<file path="config.mk">
export PLATFORM = sky130hd
export DESIGN_NAME = uart_parity_unit
export DESIGN_NICKNAME = d
export VERILOG_FILES = /design/src/rtl/uart_par_pkg.sv /design/src/rtl/uart_par_rx_chk.sv /design/src/rtl/uart_parity_unit.sv
export SDC_FILE = /design/constraint.sdc
export NUM_CORES = 1
export LEC_CHECK = 0
export CAP_MARGIN = 20
export CORE_AREA = 5 5 54 56
export DETAILED_ROUTE_END_ITERATION = 8
export DIE_AREA = 0 0 59 61
export GPL_TIMING_DRIVEN = 0
export PLACE_DENSITY = 0.84
export SYNTH_ARGS = -nofsm -noshare
export SYNTH_HDL_FRONTEND = slang
export SYNTH_SLANG_ARGS = --single-unit
export TNS_END_PERCENT = 1
</file>
<file path="constraint.sdc">
create_clock -name CLK -period 3.95 [get_ports CLK]
set_input_delay 0.395 -clock CLK [delete_from_list [all_inputs] [get_ports CLK]]
set_output_delay 0.395 -clock CLK [all_outputs]
set_load 0.005 [all_outputs]
</file>
<file path="src/rtl/uart_par_pkg.sv">
// Shared parity types and the parity function used by both the TX and RX paths.
package uart_par_pkg;

  typedef enum logic [1:0] {
    PAR_EVEN  = 2'b00,
    PAR_ODD   = 2'b01,
    PAR_MARK  = 2'b10,
    PAR_SPACE = 2'b11
  } par_mode_t;

  typedef enum logic [1:0] {
    IDLE  = 2'b00,
    ACCUM = 2'b01,
    CHECK = 2'b10
  } rx_state_t;

  // xor_reduced is the XOR of all data bits; the result is the parity bit to send or expect.
  function automatic logic par_calc(bit xor_reduced, par_mode_t mode);
    logic p;
    case (mode)
      PAR_EVEN:  p = xor_reduced;
      PAR_ODD:   p = ~xor_reduced;
      PAR_MARK:  p = 1'b1;
      default:   p = 1'b0;
    endcase
    return p;
  endfunction

endpackage

</file>
<file path="src/rtl/uart_par_rx_chk.sv">
// RX parity checker: serial accumulation over data bits, check of the parity bit,
// and a saturating error counter.
module uart_par_rx_chk
  import uart_par_pkg::*;
#(
  parameter int DATA_WIDTH = 8,
  parameter int ERR_CNT_W  = 8
) (
  input  logic                 CLK,
  input  logic                 RST,
  input  logic                 Par_En,
  input  logic [1:0]           Par_Typ,
  input  logic                 Frame_Start,
  input  logic                 Samp_Valid,
  input  logic                 Samp_Bit,
  input  logic                 Err_Clr,
  output logic                 rx_done,
  output logic                 par_err,
  output logic [ERR_CNT_W-1:0] err_cnt
);

  localparam int CNT_W = $clog2(DATA_WIDTH + 1);
  localparam logic [CNT_W-1:0]     LAST    = CNT_W'(DATA_WIDTH - 1);
  localparam logic [ERR_CNT_W-1:0] ERR_MAX = '1;

  rx_state_t        state;
  logic             acc;
  logic [CNT_W-1:0] cnt;
  logic             mode_en;
  par_mode_t        mode_typ;
  logic             err_hit;

  // Frame_Start overrides any sample taken in the same cycle.
  assign err_hit = !Frame_Start && (state == CHECK) && Samp_Valid &&
                   (Samp_Bit != par_calc(acc, mode_typ));

  always_ff @(posedge CLK) begin
    if (!RST) begin
      state    <= IDLE;
      acc      <= 1'b0;
      cnt      <= '0;
      mode_en  <= 1'b0;
      mode_typ <= PAR_EVEN;
      rx_done  <= 1'b0;
      par_err  <= 1'b0;
    end else begin
      // NOTE: non-blocking here so every register samples pre-edge values; a blocking
      // update of cnt would make the LAST compare see the incremented value.
      rx_done <= 1'b0;
      par_err <= 1'b0;
      if (Frame_Start) begin
        state    <= ACCUM;
        acc      <= 1'b0;
        cnt      <= '0;
        mode_en  <= Par_En;
        mode_typ <= par_mode_t'(Par_Typ);
      end else begin
        case (state)
          IDLE: begin
            acc <= 1'b0;
            cnt <= '0;
          end
          ACCUM: begin
            if (Samp_Valid) begin
              acc <= acc ^ Samp_Bit;
              cnt <= cnt + 1'b1;
              if (cnt == LAST) begin
                if (mode_en) begin
                  state <= CHECK;
                end else begin
                  state   <= IDLE;
                  rx_done <= 1'b1;
                end
              end
            end
          end
          CHECK: begin
            if (Samp_Valid) begin
              state   <= IDLE;
              rx_done <= 1'b1;
              par_err <= err_hit;
            end
          end
          default: state <= IDLE;
        endcase
      end
    end
  end

  // Clear takes effect first, so a coincident error leaves the count at 1.
  always_ff @(posedge CLK) begin
    if (!RST) begin
      err_cnt <= '0;
    end else if (Err_Clr) begin
      err_cnt <= ERR_CNT_W'(err_hit);
    end else if (err_hit && (err_cnt != ERR_MAX)) begin
      err_cnt <= err_cnt + 1'b1;
    end
  end

endmodule

</file>
<file path="src/rtl/uart_parity_unit.sv">
// UART parity unit: registered TX parity bit for a parallel word plus the RX checker.
module uart_parity_unit
  import uart_par_pkg::*;
#(
  parameter int DATA_WIDTH = 8,
  parameter int ERR_CNT_W  = 8
) (
  input  logic                  CLK,
  input  logic                  RST,
  input  logic                  Par_En,
  input  logic [1:0]            Par_Typ,
  input  logic [DATA_WIDTH-1:0] P_Data,
  input  logic                  Data_Valid,
  output logic                  par_bit,
  input  logic                  Frame_Start,
  input  logic                  Samp_Valid,
  input  logic                  Samp_Bit,
  input  logic                  Err_Clr,
  output logic                  rx_done,
  output logic                  par_err,
  output logic [ERR_CNT_W-1:0]  err_cnt
);

  always_ff @(posedge CLK) begin
    if (!RST) begin
      par_bit <= 1'b0;
    end else if (Data_Valid) begin
      par_bit <= Par_En ? par_calc(^P_Data, par_mode_t'(Par_Typ)) : 1'b0;
    end
  end

  uart_par_rx_chk #(
    .DATA_WIDTH(DATA_WIDTH),
    .ERR_CNT_W (ERR_CNT_W)
  ) u_rx (
    .CLK        (CLK),
    .RST        (RST),
    .Par_En     (Par_En),
    .Par_Typ    (Par_Typ),
    .Frame_Start(Frame_Start),
    .Samp_Valid (Samp_Valid),
    .Samp_Bit   (Samp_Bit),
    .Err_Clr    (Err_Clr),
    .rx_done    (rx_done),
    .par_err    (par_err),
    .err_cnt    (err_cnt)
  );

endmodule

</file>
==> metrics.txt <==
clock skew after layout=about 0.0043 ns; buffers inserted during post-CTS setup optimization=0; GR met2 Demand/Resource=0.301; transition time at the pin with the least slew margin=0.514 ns; maximum cell stage delay along the critical path=between 0.4 and 0.5 ns; hold_buf cts=0; first-pass GRT wire length=4.47 mm; Setup crit start kind=primary input; global routing's busiest layer=met2; insertion delay of the later-clocked pin in the worst-skew pair=0.29 ns; Worst path most repeated cell=sky130_fd_sc_hd__xnor2_2; number of DRC markers after the initial detailed-route iteration=39; ordered cell list for the critical path=clkdlybuf4s50_1 > xnor2_2 > xnor2_2 > nor3_4 > or3b_1 > a21oi_1; pwr/cell area=265 mW/mm²; clock period minus final worst setup slack=1.88 ns; Crit. End Element=flip-flop; sequential cell area fraction in the yosys report=0.368; residual antenna-violating net count after detailed routing=0; drt pass-1 iters=4; largest net degree at the start of global routing=12; leakage power figure=0.532 nW; routed wirelength normalized by instance count=13.9 µm; worst setup timing slack at the placement stage=1.78 ns; number of antenna violations at the first check in global routing=0; area share of the largest cell type after synthesis=0.368; y dimension of the die=61 µm; total count of max-transition violations in the final report=0; number of buffer cells added on primary ports=27; syn_nets=between 100 and 150; number of flops mapped to enable cells by yosys=0; biggest fanout along the worst timing path=7; Clock Pin Slew Worst Setup and Hold Paths=0.11 ns; overall via count from detail_route=1,002; Netlist cell types=38; maximum buffer depth of the clock tree=2; CTS root buf=sky130_fd_sc_hd__clkbuf_4; peak clock frequency supported by timing=532 MHz; setup slack of the critical path after layout=2.07 ns; Final TNS setup=0 ns; DPL Wire Length=2.13 mm; # rows=18; Final Instance Area=0.00148 mm²; share of the clock period used by the worst path after layout=0.476; average size of a mapped cell=between 9 and 10 µm²; top area cells in the synthesized netlist=sky130_fd_sc_hd__dfxtp_1 (37%), sky130_fd_sc_hd__xnor2_1 (6.9%), sky130_fd_sc_hd__ha_1 (5.5%); total global-route track usage=0.156; die width=59 µm; final setup violation count=0; most used flip-flop cell after synthesis=sky130_fd_sc_hd__dfxtp_1; CTS tree=built; Max-slew headroom=0.656; endpoints failing hold=0; maximum vdd ir drop=around 0.2 mV; core area=0.00239 mm²; number of antenna diodes=0; global-route congestion overflow total=0; Crit Path Category=primary input to flip-flop; Layout Nets=180; RSZ-0062 raised after global routing=false; initial core utilization=0.478; most area-hungry cell type in the Yosys netlist=sky130_fd_sc_hd__dfxtp_1; area delta synth->final=29.3%; Inserted Clock Buffers=3; Max stage delay cell, worst path=sky130_fd_sc_hd__clkdlybuf4s50_1; CP Data Required Time=roughly 4.2 ns; count of mapped cells out of synthesis=125; fraction of synthesis flops using an asynchronous set or reset pin=0; number of register bits inferred by synthesis=21; met3 capacity usage during global routing=0.0319; final WL=2.59 mm; met1 GRT Util=0.174; detail-routed via count per cell=approximately 5.4; max-capacitance violation count=0; remaining design rule violation count=0; Die Outline Area=0.00360 mm²; Clock Sinks=21; outcome=finished, final reports clean; number of I/O pins=29; fraction of final layout cells with drive strength greater than 1=0.0641; number of fillers in the final layout=217; number of instances resized during post-cts repair=0; summed instance area of the synthesized netlist=0.00114 mm²; htree depth=1; cell area after placement=0.00145 mm²; data arrival time of the critical path=2.11 ns; type of the most critical hold path=flip-flop to flip-flop; number of global-route vias before repair=1,078; routability-driven placement congestion ratio=0.769; Synth Warn #=0
==> flip-flops by register name (all words and copies together), names as in the netlist <==
signal         cells
u_rx.par_err       1
u_rx.cnt           4
u_rx.mode_en       1
par_bit            1
u_rx.acc           1
u_rx.err_cnt       8
u_rx.state         2
u_rx.rx_done       1
u_rx.mode_typ      2
==> worst max-delay path, delay by kind of cell <==
kind,cells,cell delay [ns]
AO/OA/AOI/OAI,1,0.14
XOR/XNOR,2,0.42
buffers and inverters,1,0.48
AND/OR/NAND/NOR,2,0.66
==> power by group <==
group | internal (mW) | switching (mW)
Sequential | 0.216 | 0.00368
Clock | 0.0392 | 0.0588
Combinational | 0.0370 | 0.0365
Total | 0.292 | 0.0991
==> cell type report <==
cell class / count / area [µm²] / area share
Buffer: 3 / 11.3 / 0.00763
Clock buffer: 4 / 26.3 / 0.0178
Inverter: 7 / 26.3 / 0.0178
Multi-Input combinational cell: 94 / 683 / 0.463
Sequential cell: 21 / 420 / 0.285
Tap cell: 30 / 37.5 / 0.0254
Timing Repair Buffer: 27 / 270 / 0.183
==> final timing paths <==
path / from / end / slack (ns) / depth (start not counted)
max: Samp_Bit / u_rx.err_cnt[6]$_SDFFE_PP0P_ / 2.07 / 6
min: u_rx.acc$_SDFFE_PP0P_ / u_rx.acc$_SDFFE_PP0P_ / 0.50 / 1
max reg2reg: u_rx.err_cnt[0]$_SDFFE_PN0P_ / u_rx.err_cnt[6]$_SDFFE_PP0P_ / 2.26 / 5
min reg2reg: u_rx.acc$_SDFFE_PP0P_ / u_rx.acc$_SDFFE_PP0P_ / 0.50 / 1
==> synthesized netlist by cell type (all sizes together) (2+ instances only) <==
cell type / n
nor3: 4
nand3b: 3
and4: 2
nor2: 15
xor2: 2
mux2i: 4
a31oi: 2
dfxtp: 21
nand3: 4
inv: 7
a21oi: 6
clkbuf: 3
nor4: 2
ha: 5
nand2: 9
nand2b: 2
xnor2: 11
nand4: 3
a311oi: 3
o21ai: 3
==> metal layers <==
layer,share of wire,wire length (µm)
met4,0.0089,23
met3,0.046,118
met2,0.53,1380
met5,0,0
met1,0.41,1070
==> cells in the final DEF, fill, tap and decap left out, types with 3 or more instances in the layout <==
| master | netlist | routed |
|---|---|---|
| sky130_fd_sc_hd__a21oi_1 | 6 | 6 |
| sky130_fd_sc_hd__a311oi_1 | 3 | 3 |
| sky130_fd_sc_hd__clkbuf_1 | 3 | 4 |
| sky130_fd_sc_hd__clkbuf_4 | 0 | 3 |
| sky130_fd_sc_hd__clkdlybuf4s50_1 | 0 | 27 |
| sky130_fd_sc_hd__dfxtp_1 | 21 | 21 |
| sky130_fd_sc_hd__ha_1 | 5 | 5 |
| sky130_fd_sc_hd__inv_1 | 7 | 7 |
| sky130_fd_sc_hd__mux2i_1 | 4 | 4 |
| sky130_fd_sc_hd__nand2_1 | 9 | 9 |
| sky130_fd_sc_hd__nand3_1 | 4 | 4 |
| sky130_fd_sc_hd__nand4_1 | 3 | 3 |
| sky130_fd_sc_hd__nor2_1 | 15 | 15 |
| sky130_fd_sc_hd__nor3_1 | 3 | 3 |
| sky130_fd_sc_hd__o21ai_0 | 3 | 3 |
| sky130_fd_sc_hd__xnor2_1 | 9 | 9 |
==> cell families after synthesis <==
| kind of cell | synth area share |
|---|---|
| mux | 0.0351 |
| fa+ha+maj | 0.0548 |
| buf+inv | 0.0329 |
| simple gates | 0.255 |
| xor+xnor | 0.113 |
| flops | 0.368 |
| compound gates | 0.140 |
==> through the flow <==
stage | power (mW) | hold WS, ns | cells | utilization
final | 0.391 | 0.500 | 186 | 0.618
after global routing | 0.412 | 0.526 | 186 | 0.618
after CTS | 0.395 | 0.496 | 186 | 0.618
after detailed placement | 0.298 | 0.483 | 182 | 0.607
after global placement | 0.293 | 0.459 | 182 | 0.607
after floorplan | 0.266 | 0.438 | 125 | -
No activity file was read; power rests on OpenSTA's default activity.
